==> src/rtl/instruction_cache_if.sv <==
// Fetch-side and memory-side signals of the instruction cache, bundled for port connection.
// The cache takes the slave view; the fetch stage / memory environment takes the master view.
interface instruction_cache_if;
  logic [31:0]  pcAddress;
  logic         flush;
  logic [31:0]  instruction;
  logic         instructionReady;
  logic         stall;
  logic [31:0]  memAddress;
  logic [127:0] memData;
  logic [15:0]  hitCount;
  logic [15:0]  missCount;

  modport slave (
    input  pcAddress, flush, memData,
    output instruction, instructionReady, stall, memAddress, hitCount, missCount
  );

  modport master (
    output pcAddress, flush, memData,
    input  instruction, instructionReady, stall, memAddress, hitCount, missCount
  );
endinterface

==> src/rtl/instruction_cache.sv <==
// Direct-mapped read-only instruction cache: hits return in the same cycle, misses cost 2+MEM_LATENCY cycles.
// Memory never pushes back; the fetch stage is held off with stall while a miss is in flight.
module instruction_cache #(
  parameter int LINES       = 16,
  parameter int MEM_LATENCY = 6
) (
  input logic clock,
  input logic reset,
  instruction_cache_if.slave bus
);
  localparam int IDXW = $clog2(LINES);
  localparam int TAGW = 28 - IDXW;
  localparam int WCW  = $clog2(MEM_LATENCY + 1);
  localparam logic [WCW-1:0] LAST_WAIT = WCW'(MEM_LATENCY);

  typedef enum logic [1:0] {LOOKUP, PRIME, WAIT} state_t;
  state_t state, stateNext;

  logic [LINES-1:0] valid;
  logic [TAGW-1:0]  tagArray  [LINES];
  logic [127:0]     dataArray [LINES];

  logic [27:0]     missBlock;
  logic [31:0]     memAddress;
  logic [WCW-1:0]  waitCount;
  logic            flushPending;
  logic [15:0]     hitCount;
  logic [15:0]     missCount;

  logic [IDXW-1:0] pcIndex;
  logic [TAGW-1:0] pcTag;
  logic [IDXW-1:0] fillIndex;
  logic            hit;
  logic            fillNow;
  logic [127:0]    lineData;
  logic [31:0]     wordSel;
  logic [1:0]      unusedPcBits;

  assign pcIndex      = bus.pcAddress[4 +: IDXW];
  assign pcTag        = bus.pcAddress[31 -: TAGW];
  assign unusedPcBits = bus.pcAddress[1:0];
  assign fillIndex    = missBlock[IDXW-1:0];

  assign hit      = (state == LOOKUP) && valid[pcIndex] && (tagArray[pcIndex] == pcTag);
  assign fillNow  = (state == WAIT) && (waitCount == LAST_WAIT);
  assign lineData = dataArray[pcIndex];

  // Byte 0 of the block sits in the top bits, so word 0 is the most significant word.
  always_comb begin
    wordSel = 32'd0;
    case (bus.pcAddress[3:2])
      2'd0: wordSel = lineData[127:96];
      2'd1: wordSel = lineData[95:64];
      2'd2: wordSel = lineData[63:32];
      2'd3: wordSel = lineData[31:0];
      default: wordSel = 32'd0;
    endcase
  end

  always_comb begin
    stateNext = state;
    case (state)
      LOOKUP:  if (!hit) stateNext = PRIME;
      PRIME:   stateNext = WAIT;
      WAIT:    if (fillNow) stateNext = LOOKUP;
      default: stateNext = LOOKUP;
    endcase
  end

  always_ff @(posedge clock) begin
    if (reset) begin
      state        <= LOOKUP;
      valid        <= '0;
      missBlock    <= '0;
      memAddress   <= '0;
      waitCount    <= '0;
      flushPending <= 1'b0;
      hitCount     <= '0;
      missCount    <= '0;
    end else begin
      state <= stateNext;
      if (hit && hitCount != 16'hFFFF) hitCount <= hitCount + 16'd1;
      case (state)
        LOOKUP: begin
          if (bus.flush) valid <= '0;
          if (!hit) begin
            missBlock  <= bus.pcAddress[31:4];
            // Offset the first address so the memory always sees an address change.
            memAddress <= {bus.pcAddress[31:5], ~bus.pcAddress[4], 4'b0000};
            if (missCount != 16'hFFFF) missCount <= missCount + 16'd1;
          end
        end
        PRIME: begin
          memAddress <= {missBlock, 4'b0000};
          waitCount  <= WCW'(1);
          if (bus.flush) flushPending <= 1'b1;
        end
        WAIT: begin
          if (fillNow) begin
            waitCount    <= '0;
            flushPending <= 1'b0;
            if (bus.flush || flushPending) valid <= '0;
            else valid[fillIndex] <= 1'b1;
          end else begin
            waitCount <= waitCount + 1'b1;
            if (bus.flush) flushPending <= 1'b1;
          end
        end
        default: ;
      endcase
    end
  end

  always_ff @(posedge clock) begin
    if (!reset && fillNow) begin
      dataArray[fillIndex] <= bus.memData;
      tagArray[fillIndex]  <= missBlock[27 -: TAGW];
    end
  end

  assign bus.instruction      = hit ? wordSel : 32'd0;
  assign bus.instructionReady = hit;
  assign bus.stall            = ~hit;
  assign bus.memAddress       = memAddress;
  assign bus.hitCount         = hitCount;
  assign bus.missCount        = missCount;
endmodule

==> src/flat_wrapper.sv <==
// flat-port wrapper written by rule: the top's interface ports become plain ports
module instruction_cache_flat 
#(
  parameter int LINES       = 16,
  parameter int MEM_LATENCY = 6
)
  (clock, reset, bus_pcAddress, bus_flush, bus_memData, bus_instruction, bus_instructionReady, bus_stall, bus_memAddress, bus_hitCount, bus_missCount);
  instruction_cache_if bus_i ();
  input logic clock;
  input logic reset;
  input wire logic [$bits(bus_i.pcAddress)-1:0] bus_pcAddress;
  input wire logic [$bits(bus_i.flush)-1:0] bus_flush;
  input wire logic [$bits(bus_i.memData)-1:0] bus_memData;
  output wire logic [$bits(bus_i.instruction)-1:0] bus_instruction;
  output wire logic [$bits(bus_i.instructionReady)-1:0] bus_instructionReady;
  output wire logic [$bits(bus_i.stall)-1:0] bus_stall;
  output wire logic [$bits(bus_i.memAddress)-1:0] bus_memAddress;
  output wire logic [$bits(bus_i.hitCount)-1:0] bus_hitCount;
  output wire logic [$bits(bus_i.missCount)-1:0] bus_missCount;
  assign bus_i.pcAddress = bus_pcAddress;
  assign bus_i.flush = bus_flush;
  assign bus_i.memData = bus_memData;
  assign bus_instruction = bus_i.instruction;
  assign bus_instructionReady = bus_i.instructionReady;
  assign bus_stall = bus_i.stall;
  assign bus_memAddress = bus_i.memAddress;
  assign bus_hitCount = bus_i.hitCount;
  assign bus_missCount = bus_i.missCount;
  instruction_cache #(.LINES(LINES), .MEM_LATENCY(MEM_LATENCY)) u_core (.clock(clock), .reset(reset), .bus(bus_i));
endmodule
==> config.mk <==
export PLATFORM = sky130hd
export DESIGN_NAME = instruction_cache_flat
export DESIGN_NICKNAME = d
export VERILOG_FILES = /design/src/rtl/instruction_cache_if.sv /design/src/rtl/instruction_cache.sv /design/src/flat_wrapper.sv
export SDC_FILE = /design/constraint.sdc
export NUM_CORES = 2
export LEC_CHECK = 0
export CAP_MARGIN = 20
export CELL_PAD_IN_SITES_DETAIL_PLACEMENT = 2
export CELL_PAD_IN_SITES_GLOBAL_PLACEMENT = 2
export CORE_ASPECT_RATIO = 1.4
export CORE_UTILIZATION = 53
export DETAILED_ROUTE_END_ITERATION = 6
export PLACE_DENSITY_LB_ADDON = 0.1
export SYNTH_ARGS = -nofsm -noshare
export SYNTH_HDL_FRONTEND = slang
export SYNTH_SLANG_ARGS = --single-unit
export TNS_END_PERCENT = 5
==> constraint.sdc <==
create_clock -name clock -period 31.7 [get_ports clock]
set_input_delay 3.17 -clock clock [delete_from_list [all_inputs] [get_ports clock]]
set_output_delay 3.17 -clock clock [all_outputs]
set_load 0.01 [all_outputs]
==> impl_metrics.json, run 1 <==
{
  "muxShareOfSynthArea_pct": 17.8,
  "initial_utilization_pct": 53.5,
  "synth_top_family_by_area": "multiplexers",
  "die_h_um": 512,
  "yosys.area_share.simple_pct": 2.06,
  "synth-seq-cells": 2542,
  "synth_top_cell_by_area": "edfxtp_1",
  "synthAdderAreaFrac_pct": 0.0890,
  "lastStage": "detailed placement",
  "synth_edf_count": 2432,
  "netlist.area_leader.share_pct": 74.2,
  "synth-xor-area-share_pct": 0.231,
  "synth.area.top_cells": "edfxtp_1 74%, mux4_2 16%, dfxtp_1 2.2%",
  "synth_ff_type": "edfxtp_1",
  "fp.dieW_um": 366,
  "dp.final_hpwl_um": 184000,
  "pin_count": 261,
  "async_flop_share_pct": 0,
  "netlist_instances": 4442,
  "outcome": "aborted with a tool error",
  "synth_compound_area_share_pct": 2.21,
  "gp_congestion": 0.752,
  "port_buffers": 254,
  "yosysUniqueCellTypes": 69,
  "num_rows": 186,
  "syn_area_sq_um": 98400,
  "yosys_warnings": 0,
  "tool.error": "[ERROR DPL-0033] detailed placement checks failed during check placement.",
  "synth.avg_cell_area_sq_um": 22.2,
  "yosysSeqAreaShare_pct": 76.4
}
Yosys cell counts (6+ instances only):
master    number
a211oi_1      39
a21oi_1      107
a221oi_1       6
a22oi_1        9
a311oi_1      35
a41o_1         6
and3_1         9
buf_1         74
buf_2         18
buf_4         15
clkbuf_1     145
dfxtp_1      110
edfxtp_1    2432
ha_1           7
inv_1         19
mux2_2        13
mux2i_1      119
mux4_2       717
nand2_1      160
nand2b_1      10
nand3_1       49
nor2_1        85
nor2b_1       43
nor3_1        15
nor4_1         9
o21a_1        19
o21ai_0       11
o22a_1        28
o22ai_1       10
o31ai_1       15
or3_1         10
or4_1         16
xnor2_1       11
xor2_1        15
stage by stage:
step           hold WS [ns]  worst slack (ns)  instances
2_1_floorplan         0.435             16.69       4445
3_3_place_gp          0.442             17.42       6986
kinds of logic after synthesis:
group	count (synthesis)
adder cells (fa/ha/maj)	7
buffers and inverters	278
other	1
AND/OR/NAND/NOR	424
XOR/XNOR	26
AO/OA/AOI/OAI	313
multiplexers	851
flip-flops	2542
==> run 2: changes to the inputs <==
--- a/config.mk
+++ b/config.mk
@@ -6,12 +6,9 @@
 export NUM_CORES = 2
 export LEC_CHECK = 0
 export CAP_MARGIN = 20
-export CELL_PAD_IN_SITES_DETAIL_PLACEMENT = 2
-export CELL_PAD_IN_SITES_GLOBAL_PLACEMENT = 2
-export CORE_ASPECT_RATIO = 1.4
-export CORE_UTILIZATION = 53
+export CORE_UTILIZATION = 40
 export DETAILED_ROUTE_END_ITERATION = 6
-export PLACE_DENSITY_LB_ADDON = 0.1
+export PLACE_DENSITY_LB_ADDON = 0.15
 export SYNTH_ARGS = -nofsm -noshare
 export SYNTH_HDL_FRONTEND = slang
 export SYNTH_SLANG_ARGS = --single-unit
==> run 2 against run 1 <==
Against the previous run: the flow now finishes without violations; synthesized cell count is the same; synthesized area is the same.
==> impl_metrics.json, run 2 <==
{
  "yosysUniqueCellTypes": 69,
  "crit_type": "in -> out",
  "gr-usage-all-layers_pct": 19.9,
  "synth_top_cell_by_area": "edfxtp_1",
  "cts_tree": "done",
  "area_delta_synth_final_pct": 15.7,
  "pre_cts_slack_ns": 17.55,
  "cp.arrival_ns": 10.71,
  "cap_violations": 0,
  "critPathCapture": "bus_instruction[13]",
  "netlist_instances": 4442,
  "largest-register": "u_core.dataArray",
  "final_core_util_pct": 46.7,
  "grt_pass1_vias": 48400,
  "crit_required_ns": 28.53,
  "crit_fanout": 63,
  "htreeDepth": 5,
  "r2r-start": "u_core.state[0]$_SDFFE_PP0P_",
  "muxShareOfSynthArea_pct": 17.8,
  "critPathLaunchType": "input pin",
  "synth.most_common_cell": "edfxtp_1",
  "dp.final_hpwl_um": 125000,
  "crit_start": "bus_pcAddress[4]",
  "leakagePower_nw": 35.5,
  "grt-ovfl-total": 0,
  "clock_sinks": 2542,
  "slowest_delay_ns": 0.85,
  "synth_ff_type": "edfxtp_1",
  "yosysSeqAreaShare_pct": 76.4,
  "cts_resized": 0,
  "dpl.cell_count": 7746,
  "clkSlewWorstSetupHoldPaths_ns": 0.05,
  "critPathTopFamily": "buffers and inverters",
  "largest_reg_flops": 2048,
  "fin_hold_ws_ns": 0.467,
  "synth-seq-cells": 2542,
  "synth.area.top_cells": "edfxtp_1 74%, mux4_2 16%, dfxtp_1 2.2%",
  "yosys_warnings": 0,
  "drt-initial-drc-count": 4597,
  "fin_crit_ns": 13.88,
  "drt-pass1-iter-count": 5,
  "port_buffers": 254,
  "peakVddDrop_mv": 0.0450,
  "path_buf_inv": 6,
  "tightest_slew_ns": 1.13,
  "async_flop_share_pct": 0,
  "viasPerCell": 5.71,
  "synthTopCellsByCount": "2,432 x edfxtp_1, 717 x mux4_2, 160 x nand2_1",
  "synth-xor-area-share_pct": 0.231,
  "synth.avg_cell_area_sq_um": 22.2,
  "final_antenna_net_count": 0,
  "instances_no_fill": 8242,
  "layout_common_cells": "2,432 x edfxtp_1, 717 x mux4_2, 296 x clkbuf_16, 247 x clkdlybuf4s50_1, 160 x nand2_1",
  "synth_edf_count": 2432,
  "core_area_sq_um": 244000,
  "setup_violations": 0,
  "num_vias": 47100,
  "period_share_pct": 43.8,
  "netlist.area_leader.share_pct": 74.2,
  "syn_area_sq_um": 98400,
  "layout-drive-gt1-share_pct": 24.9,
  "setup_slack_ns": 17.82,
  "slowest_stage": "buf_4",
  "cp_cell_sequence": "buf_8 > buf_4 > buf_4 > buf_4 > mux4_2 > a22oi_1 > nand2_1 > xnor2_1 > nand3_1 > a2111o_1 > or3_4 > buf_4 > a311oi_1 > clkdlybuf4s50_1",
  "die_h_um": 498,
  "crit_path_end_kind": "primary output",
  "drc_errors": 0,
  "yosys.area_share.simple_pct": 2.06,
  "crit_cells": 14,
  "fp.dieW_um": 498,
  "p_per_area_nw_per_um2": 64.1,
  "synthAdderAreaFrac_pct": 0.0890,
  "postCtsHoldBufs": 0,
  "num_rows": 181,
  "nets": 5005,
  "clock_latency_ns": 0.92,
  "worstRegToRegCells": 8,
  "maxSlewViolCount": 0,
  "rsz0062_at_grt": "no",
  "hold_viol_final": 0,
  "post_cts_buffers": 0,
  "pin_count": 261,
  "clk_root_buffer_cell": "clkbuf_16",
  "drt_wl_total_um": 248000,
  "ff2ff_setup_slack_ns": 27.06,
  "cts_buffers": 287,
  "gp_congestion": 0.732,
  "final_common_cell": "edfxtp_1",
  "grt_pass1_wl_um": 355000,
  "setup_tns_ns": 0,
  "outcome": "finished, final reports clean",
  "clock_path_buffers": 4,
  "cpMostUsedCell": "buf_4",
  "clock.fmax_mhz": 72.1,
  "antenna_found_initial": 46,
  "r2r_end": "u_core.dataArray[10][58]$_DFFE_PP_",
  "slew-limit-headroom_pct": 24.5,
  "wl_per_cell_um": 30.1,
  "die_area_sq_um": 248000,
  "finalClockSkew_ns": 0.0450,
  "synth_top_family_by_area": "multiplexers",
  "synth_compound_area_share_pct": 2.21,
  "hold_class": "reg -> reg",
  "grt_max_degree": 145,
  "top_regs": "u_core.dataArray: 2048 flops, u_core.tagArray: 384 flops",
  "initial_utilization_pct": 40.4
}
-- run 2: cell counts after synthesis --
Identical to the previous run, type by type.
-- run 2: area by class of cell --
| type | count | area (sq um) |
|---|---|---|
| Fill cell | 20000 | 130000 |
| Sequential cell | 2542 | 75200 |
| Multi-Input combinational cell | 1625 | 22200 |
| Clock buffer | 356 | 7650 |
| Tap cell | 3202 | 4010 |
| Timing Repair Buffer | 359 | 3510 |
| Clock inverter | 134 | 1100 |
| Inverter | 20 | 82.6 |
| Antenna cell | 4 | 10.0 |
-- run 2: worst min path at each step --
stage | start | endpoint | slack [ns] | depth (start not counted)
5_1_grt | u_core.valid[15]$_SDFFE_PP0P_ | u_core.valid[15]$_SDFFE_PP0P_ | 0.48 | 1
3_5_place_dp | u_core.valid[2]$_SDFFE_PP0P_ | u_core.valid[2]$_SDFFE_PP0P_ | 0.45 | 1
2_1_floorplan | u_core.valid[10]$_SDFFE_PP0P_ | u_core.valid[10]$_SDFFE_PP0P_ | 0.44 | 1
3_3_place_gp | u_core.valid[6]$_SDFFE_PP0P_ | u_core.valid[6]$_SDFFE_PP0P_ | 0.44 | 1
6_report | u_core.valid[9]$_SDFFE_PP0P_ | u_core.valid[9]$_SDFFE_PP0P_ | 0.47 | 1
4_1_cts | u_core.valid[2]$_SDFFE_PP0P_ | u_core.valid[2]$_SDFFE_PP0P_ | 0.47 | 1
-- run 2: worst register-to-register path, delay by kind of cell (launching register included) --
| family | cells | cell delay [ns] |
|---|---|---|
| adders and majority gates | 1 | 0.27 |
| buffers and inverters | 5 | 2.62 |
| DFF | 1 | 0.34 |
| and+or+nand+nor | 2 | 0.88 |
-- run 2: metrics by stage --
step | total power [mW] | area (sq um)
floorplan | 4.06 | 98400
global placement | 4.23 | 105000
detailed placement | 4.24 | 105000
CTS | 7.38 | 114000
global route | 7.53 | 114000
finish | 7.30 | 114000
-- run 2: kinds of logic after synthesis --
| kind of cell | Yosys count |
|---|---|
| other | 1 |
| and+or+nand+nor | 424 |
| buffers and inverters | 278 |
| AOI/OAI and AO/OA | 313 |
| adders and majority gates | 7 |
| DFF | 2542 |
| muxes | 851 |
| xor gates and xnor gates | 26 |
-- run 2: report_power, final --
part / leakage [nW] / total, mW / internal (mW) / switching [mW]
registers: 22.8 / 3.75 / 3.71 / 0.0402
logic: 8.36 / 0.417 / 0.189 / 0.228
clock network: 4.28 / 3.14 / 1.85 / 1.29
total: 35.5 / 7.30 / 5.75 / 1.55
-- run 2: routing by layer --
layer / track usage [%] / wire [um] / up-vias / part of all wire, %
li1: - / - / 19600 / -
met1: 28.2 / 109000 / 25700 / 44
met2: 31.9 / 119000 / 1332 / 48
met3: 3.43 / 13600 / 407 / 5.5
met4: 4.83 / 5420 / 34 / 2.2
met5: 0 / 201 / - / 0.081
Power figures use the tool's default switching activity.
